<file path="src/rtl/tick_sched_pkg.sv">
`default_nettype none
// +----------------------------------------------------------------------------+
// | Module   : tick_sched_pkg                                                  |
// | Purpose  : Shared definitions for the tick scheduler: channel state        |
// |            encoding, pending-config record width and field layout.         |
// | Revision : 1.0  initial release                                            |
// +----------------------------------------------------------------------------+
package tick_sched_pkg;

  // Channel run state. OFF holds counter, tick and toggle at zero.
  typedef enum logic [0:0] {
    ST_OFF = 1'b0,
    ST_RUN = 1'b1
  } ch_state_e;

  // Pending record layout, LSB first: {ch, period, en}
  localparam int CFG_EN_BIT     = 0;
  localparam int CFG_PERIOD_LSB = 1;

  function automatic int cfg_w(input int nch, input int cnt_w);
    return $clog2(nch) + cnt_w + 1;
  endfunction

  function automatic int cfg_ch_lsb(input int cnt_w);
    return cnt_w + 1;
  endfunction

endpackage
`default_nettype wire

</file>
<file path="src/rtl/base_tick_gen.sv">
`default_nettype none
// +----------------------------------------------------------------------------+
// | Module   : base_tick_gen                                                   |
// | Purpose  : Free-running prescaler counting 0..PRESCALE-1; flags the last   |
// |            count as the shared base tick. Never reloaded by configuration. |
// | Ports    : clk_i       system clock                                         |
// |            rst_ni      asynchronous active-low reset                        |
// |            base_tick_o combinational, high while count == PRESCALE-1       |
// | Revision : 1.0  initial release                                            |
// +----------------------------------------------------------------------------+
module base_tick_gen #(
  parameter int PRESCALE = 100,
  parameter int PRE_W    = 26
) (
  input  logic clk_i,
  input  logic rst_ni,
  output logic base_tick_o
);

  localparam logic [PRE_W-1:0] C_LAST = PRE_W'(PRESCALE - 1);

  logic [PRE_W-1:0] pre_cnt_q;
  logic [PRE_W-1:0] pre_cnt_d;

  assign base_tick_o = (pre_cnt_q == C_LAST);

  always_comb begin
    pre_cnt_d = pre_cnt_q + PRE_W'(1);
    if (base_tick_o) begin
      pre_cnt_d = '0;
    end
  end

  always_ff @(posedge clk_i or negedge rst_ni) begin
    if (!rst_ni) begin
      pre_cnt_q <= '0;
    end else begin
      pre_cnt_q <= pre_cnt_d;
    end
  end

endmodule
`default_nettype wire

</file>
<file path="src/rtl/tick_scheduler.sv">
`default_nettype none
// +----------------------------------------------------------------------------+
// | Module   : tick_scheduler                                                  |
// | Purpose  : NCH channels sharing one prescaler; each produces a 1-cycle     |
// |            tick enable and a 50% toggle at a runtime-programmed period.    |
// |            Config arrives over valid/ready, is held in a 1-entry pending   |
// |            register and applied on the next base tick.                     |
// | Ports    : clk_i, rst_ni (async active-low)                                |
// |            cfg_valid_i / cfg_ready_o  config handshake                      |
// |            cfg_ch_i, cfg_period_i, cfg_en_i  config payload                 |
// |            tick_o[NCH]   1-cycle pulse every PRESCALE*period cycles         |
// |            toggle_o[NCH] inverts on every tick                              |
// |            busy_o        config accepted but not yet applied                |
// | Revision : 1.0  initial release                                            |
// +----------------------------------------------------------------------------+
module tick_scheduler
  import tick_sched_pkg::*;
#(
  parameter int NCH      = 4,
  parameter int PRESCALE = 100,
  parameter int PRE_W    = 26,
  parameter int CNT_W    = 16
) (
  input  logic                     clk_i,
  input  logic                     rst_ni,
  input  logic                     cfg_valid_i,
  output logic                     cfg_ready_o,
  input  logic [$clog2(NCH)-1:0]   cfg_ch_i,
  input  logic [CNT_W-1:0]         cfg_period_i,
  input  logic                     cfg_en_i,
  output logic [NCH-1:0]           tick_o,
  output logic [NCH-1:0]           toggle_o,
  output logic                     busy_o
);

  localparam int CH_W   = $clog2(NCH);
  localparam int CFG_W  = cfg_w(NCH, CNT_W);
  localparam int CH_LSB = cfg_ch_lsb(CNT_W);

  logic base_tick;

  base_tick_gen #(
    .PRESCALE (PRESCALE),
    .PRE_W    (PRE_W)
  ) u_base_tick_gen (
    .clk_i       (clk_i),
    .rst_ni      (rst_ni),
    .base_tick_o (base_tick)
  );

  // ---------------------------------------------------------------- config
  logic             busy_q, busy_d;
  logic [CFG_W-1:0] pend_q, pend_d;
  logic             accept;
  logic             apply;
  logic [CH_W-1:0]  pend_ch;
  logic [CNT_W-1:0] pend_period;
  logic             pend_en;

  assign accept = cfg_valid_i & ~busy_q;
  // busy_q is still 0 on the accept edge, so a base tick coinciding with the
  // accept is skipped and the record applies on the following base tick.
  assign apply  = busy_q & base_tick;

  assign pend_ch     = pend_q[CFG_W-1:CH_LSB];
  assign pend_period = pend_q[CH_LSB-1:CFG_PERIOD_LSB];
  assign pend_en     = pend_q[CFG_EN_BIT];

  assign cfg_ready_o = ~busy_q;
  assign busy_o      = busy_q;

  always_comb begin
    pend_d = pend_q;
    busy_d = busy_q;
    if (accept) begin
      pend_d = {cfg_ch_i, cfg_period_i, cfg_en_i};
      busy_d = 1'b1;
    end else if (apply) begin
      busy_d = 1'b0;
    end
  end

  always_ff @(posedge clk_i or negedge rst_ni) begin
    if (!rst_ni) begin
      pend_q <= '0;
      busy_q <= 1'b0;
    end else begin
      pend_q <= pend_d;
      busy_q <= busy_d;
    end
  end

  // -------------------------------------------------------------- channels
  // Channel indices >= NCH never match any hit, so such records are dropped
  // while busy still clears on the apply edge.
  for (genvar i = 0; i < NCH; i++) begin : g_ch
    ch_state_e        state_q, state_d;
    logic [CNT_W-1:0] period_q, period_d;
    logic [CNT_W-1:0] cnt_q, cnt_d;
    logic             tick_q, tick_d;
    logic             tog_q, tog_d;
    logic             hit;

    assign hit = apply & (pend_ch == CH_W'(i));

    always_comb begin
      state_d  = state_q;
      period_d = period_q;
      cnt_d    = cnt_q;
      tick_d   = 1'b0;
      tog_d    = tog_q;
      // Apply takes priority over an expiry on the same edge: the phase
      // restarts and that edge produces no tick.
      if (hit) begin
        period_d = pend_period;
        state_d  = (pend_en && (pend_period != '0)) ? ST_RUN : ST_OFF;
        cnt_d    = '0;
        tog_d    = 1'b0;
      end else if ((state_q == ST_RUN) && base_tick) begin
        if (cnt_q == period_q - CNT_W'(1)) begin
          cnt_d  = '0;
          tick_d = 1'b1;
          tog_d  = ~tog_q;
        end else begin
          cnt_d  = cnt_q + CNT_W'(1);
        end
      end
    end

    always_ff @(posedge clk_i or negedge rst_ni) begin
      if (!rst_ni) begin
        state_q  <= ST_OFF;
        period_q <= '0;
        cnt_q    <= '0;
        tick_q   <= 1'b0;
        tog_q    <= 1'b0;
      end else begin
        state_q  <= state_d;
        period_q <= period_d;
        cnt_q    <= cnt_d;
        tick_q   <= tick_d;
        tog_q    <= tog_d;
      end
    end

    assign tick_o[i]   = tick_q;
    assign toggle_o[i] = tog_q;
  end

endmodule
`default_nettype wire

</file>
<file path="config.mk">
export PLATFORM = sky130hd
export DESIGN_NAME = tick_scheduler
export DESIGN_NICKNAME = d
export VERILOG_FILES = /design/src/rtl/tick_sched_pkg.sv /design/src/rtl/base_tick_gen.sv /design/src/rtl/tick_scheduler.sv
export SDC_FILE = /design/constraint.sdc
export NUM_CORES = 1
export LEC_CHECK = 0
export CAP_MARGIN = 15
export CORE_ASPECT_RATIO = 1.75
export CORE_MARGIN = 2
export CORE_UTILIZATION = 67
export DETAILED_ROUTE_END_ITERATION = 10
export PLACE_DENSITY_LB_ADDON = 0.3
export SLEW_MARGIN = 25
export SYNTH_ARGS = -nofsm -noshare
export SYNTH_HDL_FRONTEND = slang
export SYNTH_SLANG_ARGS = --single-unit
</file>
<file path="constraint.sdc">
create_clock -name clk_i -period 7.47 [get_ports clk_i]
set_input_delay 2.241 -clock clk_i [delete_from_list [all_inputs] [get_ports clk_i]]
set_output_delay 2.241 -clock clk_i [all_outputs]
set_load 0.01 [all_outputs]
</file>
# Word level (Yosys, flattened, before mapping)
# Index checks and enable logic that the tools add are counted.
[totals] reg_bits=186 input_bits=22 elab_cells=111
[op_classes] n_addsub=9 n_eq_ne=8 muxes=40 n_bitwise=11 n_reduce_logical=20
[ops] op="two-way mux 16 bit" n=12
[ops] op="adder 16 x 1 -> 16 bit (second input constant)" n=4
[ops] op="equality test 16 bit" n=4
[ops] op="subtractor 16 x 1 -> 16 bit (second input constant)" n=4
[ops] op="two-way mux 1 bit" n=27
[ops] op="adder 26 x 1 -> 26 bit (second input constant)" n=1
[ops] op="equality test 26 x 7 -> 1 bit (second input constant)" n=1
[ops] op="two-way mux 26 bit" n=1
[ops] op="nonzero test 2 bit" n=9
[ops] op="nonzero test 16 bit" n=1
[ops] op="AND reduction 2 bit" n=4
[ops] op="AND 1 bit" n=6
[ops] op="logical AND 1 bit" n=5
[ops] op="inverter 1 bit" n=5
[ops] op="equality test 2 bit (second input constant)" n=2
[ops] op="equality test 2 x 1 -> 1 bit (second input constant)" n=1
[ops] op="zero test 2 bit" n=1

# Longest topological paths before layout
[depth] ltp_word=5 mapped_depth=12 mapped_depth_nobuf=9

# Cells and area by module
# A second synthesis with hierarchy kept.
[unflattened] hier_cells=1128 hier_area_um2=10385.0
[modules_own_cells] mod="tick_scheduler" n_inst=1 cells_each=1015 area_each_um2=9145.0 seq_area_each_um2=4003.8
[modules_own_cells] mod="base_tick_gen" n_inst=1 cells_each=113 area_each_um2=1239.9 seq_area_each_um2=650.6

# Worst setup path before layout
# No wires, ideal clock.
[synth_path] path_type="input to register" start="input port cfg_valid_i" end="register pend_q[18]" arrival_ps=3083 t_required_ps=7345 setup_slack_ps=4262 stages=3 cell_sequence="nor2b_1 > clkbuf_1 > mux2_2"
[synth_via] elab_chain_cells=1
[synth_rtl] element="start: declaration" line_no="tick_scheduler.sv:26" source="input logic cfg_valid_i,"
[synth_rtl] element="AND 1 bit" line_no="tick_scheduler.sv:60" source="assign accept = cfg_valid_i & ~busy_q;"
[synth_rtl] element="end signal: assignment" line_no="tick_scheduler.sv:88" source="pend_q <= pend_d;"
[synth_rtl] element="end: declaration" line_no="tick_scheduler.sv:53" source="logic [CFG_W-1:0] pend_q, pend_d;"
# Every way passes these cells.
# A chain may end at the register's enable or synchronous reset.

# Final worst setup path
[layout_path] start="register busy_q (netlist: busy_o)" end="output port cfg_ready_o"
[layout_via] elab_chain_cells=1
[layout_rtl] element="start: declaration" line_no="tick_scheduler.sv:52" source="logic busy_q, busy_d;"
[layout_rtl] element="start signal: assignment" line_no="tick_scheduler.sv:89" source="busy_q <= busy_d;"
[layout_rtl] element="inverter 1 bit" line_no="tick_scheduler.sv:69" source="assign cfg_ready_o = ~busy_q;"
[layout_rtl] element="end: declaration" line_no="tick_scheduler.sv:27" source="output logic cfg_ready_o,"
# Every way passes these cells.

==> metrics.md <==
| Metric | Value |
|---|---|
| CTS tree | yes |
| Hold WC Path Type | flip-flop to flip-flop |
| Cell Chain, Critical Path | inv_1, clkdlybuf4s50_1 |
| Post-place setup slack | between 3 and 4 ns |
| WS Path Type | flip-flop to output port |
| Endpoint type of the worst setup path | output port |
| Crit path DAT | roughly 1.6 ns |
| Clock share of power | 0.456 |
| Grt ovf | 0 |
| Die area | 17100 um2 |
| Post-synth EDFFs | 0 |
| Commonest non-fill, non-tap cell in the layout | dfrtp_1 |
| Sw Ratio | 0.237 |
| Int Pwr | roughly 1.5 mW |
| Die H | 171 um |
| Post-cts gate resize count | 0 |
| Reg2reg start | g_ch[1].period_q[0] |
| Sequential share of the synthesized area | 0.435 |
| Syn avg cell area | 9.34 um2 |
| Worst-Margin Slew | 1.06 ns |
| Largest net degree at the start of global routing | ~70 |
| Clk sinks | approximately 190 |
| Power per cell area | roughly 170 nW/um2 |
| Post-Layout Cell Count | about 1400 |
| Post-synthesis register bit count | about 190 |
| Initial antenna violation count | 0 |
| Inserted Diodes | 0 |
| First-pass GRT wire length | between 40000 and 50000 um |
| Port Buffers | 31 |
| CTS Buffer Depth | 2 |
| Core ar. | between 15000 and 20000 um2 |
| Share of cells above drive strength 1 | 0.0904 |
| Post-synth ARST share | 1.00 |
| Critical Path Start Type | flip-flop |
| Worst Path Max Fanout | 11 |
| GRT Total Usage | 0.314 |
| Initial Utilization | 0.678 |
| Req. time, crit path | 5.23 ns |
| Htree depth | 4 |
| Synth area leaders | dfrtp_1 (43%), xnor2_1 (7.4%), nand2_1 (5.6%), mux2_2 (5.5%), xor2_1 (5.1%) |
| Postcts setup bufs | 0 |
| VDD IR-drop max | roughly 140 uV |
| DP HPWL | 18100 um |
| Min Clock Period, post-route | a little under 4 ns |
| Vias in the first global route | ~8600 |
| Most used flip-flop cell after synthesis | dfrtp_1 |
| Final Cell Area | 11700 um2 |
| Final WL | roughly 26000 um |
| Final Hold Fails | 0 |
| Fmax | approximately 260 MHz |
| Hold path startpoint | u_base_tick_gen.pre_cnt_q[25] |
| Worst path max stage delay | 0.55 ns |
| Capture point of the worst reg-to-reg path | g_ch[1].cnt_q[12] |
| Setup WS post-layout | 3.59 ns |
| Root buf cell | clkbuf_16 |
| Max Cap Violations | 0 |
| Clk slew on worst S/H paths | 0.07 ns |
| WHS Endpoint | u_base_tick_gen.pre_cnt_q[25] |
| Synthesized area | approximately 11000 um2 |
| Syn_nets | about 1200 |
| CTS Buf Count | 17 |
| Most frequent cells in the layout | dfrtp_1 (186), nand2_1 (161), nor2_1 (107) |
| Synth top area share | 0.435 |
| Status | completed |
| Area growth syn-to-layout | 8.89% |
| Mapped Cells | about 1100 |
| Hold Buf Count CTS | 0 |
| Switching power | roughly 480 uW |
| GP Congestion | 0.974 |
| R2R Setup Slk | ~3.7 ns |
| Hold-critical path depth | 1 |
| Combinational power share | 0.025 |
| RSZ-0062 raised after global routing | no |
| Pins Over Slew Limit | 0 |
| Final worst-path cycle share | 0.520 |
| Flop pwr share | 0.519 |
| Pleak | approximately 5.4 nW |
| Worst R2R Path Depth | 9 |
| Worst skew pair latency | 0.44 ns |
| Via/cell ratio | 6.46 |
| Yosys cell types | 72 |
| I/O pin count | 32 |
| Placed insts | 1320 |
| Synth Warn # | 0 |
| Aggregate negative setup slack | 0 ns |
| Post-Route Skew | approximately 0.010 ns |
| Via Count | ~8700 |
| Drt drc | 0 |
| Largest area contributor in the netlist | dfrtp_1 |
| Std cell rows | just over 60 |
| Antenna Violating Nets Remaining | 0 |
| Drt first-iter violations | about 490 |
| Slew Limit Headroom | 0.290 |
| CP max-delay cell | clkdlybuf4s50_1 |
| Pre-antenna DRT Iters | 8 |
| Setup Viol. Count Final | 0 |
| Nets@finish | roughly 1200 |
| Die W | 99.6 um |
| Placed Area | about 11000 um2 |
| Overall Power | 2.02 mW |
| Routed wire per std cell | 19.0 um |
state kept, by name (all words and copies together) (netlist names):
name                       count
g_ch.cnt_q                    64
g_ch.state_q                   4
g_ch.tog_q                     4
busy_o                         1
pend_q                        19
g_ch.period_q                 64
u_base_tick_gen.pre_cnt_q     26
g_ch.tick_q                    4
synth_stat cells (all sizes together) (5+ instances only):
master,number
a2111oi,6
a211oi,5
a21oi,16
a31oi,7
and2,14
and3,23
buf,22
clkbuf,33
dfrtp,186
ha,9
inv,29
mux2,52
nand2,161
nand2b,10
nand3,49
nand3b,7
nand4,36
nand4b,11
nor2,107
nor2b,12
nor3,34
nor3b,5
nor4,33
nor4b,7
o211ai,11
o21ai,28
o221ai,5
or3,11
or4,10
xnor2,90
xor2,62
power groups by stage:
stage / Clock (mW) / Combinational, mW / Sequential [mW]
2_1_floorplan: 0 / 0.0165 / 1.05
3_3_place_gp: 0 / 0.0504 / 1.07
3_5_place_dp: 0 / 0.0516 / 1.07
4_1_cts: 0.927 / 0.0522 / 1.05
5_1_grt: 0.970 / 0.0569 / 1.05
6_report: 0.922 / 0.0509 / 1.05
cells by family (layout without fill, tap and decap cells):
family	count (synthesis)	in the layout	share of synthesized area
xor gates and xnor gates	152	152	0.124
DFF	186	186	0.435
AOI/OAI and AO/OA	115	115	0.0797
adders and majority gates	9	9	0.0105
and+or+nand+nor	545	545	0.257
muxes	56	56	0.0584
buffers and inverters	84	99	0.0352
per-stage QoR:
stage / utilization / hold WS, ns
4_1_cts: 0.738 / 0.480
3_3_place_gp: 0.700 / 0.463
3_5_place_dp: 0.701 / 0.467
5_1_grt: 0.738 / 0.490
6_report: 0.738 / 0.482
2_1_floorplan: - / 0.443
worst max path at each step:
stage	depth (start not counted)	endpoint	from
2_1_floorplan	3	pend_q[18]	cfg_valid_i
3_3_place_gp	3	pend_q[15]	cfg_valid_i
3_5_place_dp	3	pend_q[8]	cfg_valid_i
4_1_cts	2	cfg_ready_o	busy_o
5_1_grt	9	g_ch[1].cnt_q[5]	g_ch[1].period_q[1]
6_report	2	cfg_ready_o	busy_o
metal layers:
| metal | global-route usage | vias up | wire length [um] |
|---|---|---|---|
| met5 | 0 | - | 0 |
| met4 | 0.156 | 0 | 1290 |
| met3 | 0.0459 | 92 | 980 |
| met2 | 0.556 | 290 | 13500 |
| met1 | 0.369 | 4296 | 9950 |
| li1 | - | 4046 | - |
worst max-delay path: cells and delay by family (launching register included):
kind / cells / cell delay (ns)
DFF: 1 / 0.50
buffers and inverters: 2 / 0.70
area by class of cell:
| cell class | instances | area [um2] |
|---|---|---|
| clock buffer | 17 | 425 |
| clock inverter | 14 | 164 |
| fill | 1150 | 4140 |
| inverter | 29 | 109 |
| multi-input combinational | 877 | 5700 |
| sequential | 186 | 4650 |
| tap | 189 | 236 |
| timing repair buffer | 39 | 374 |
(Power assumes the default switching activity.)
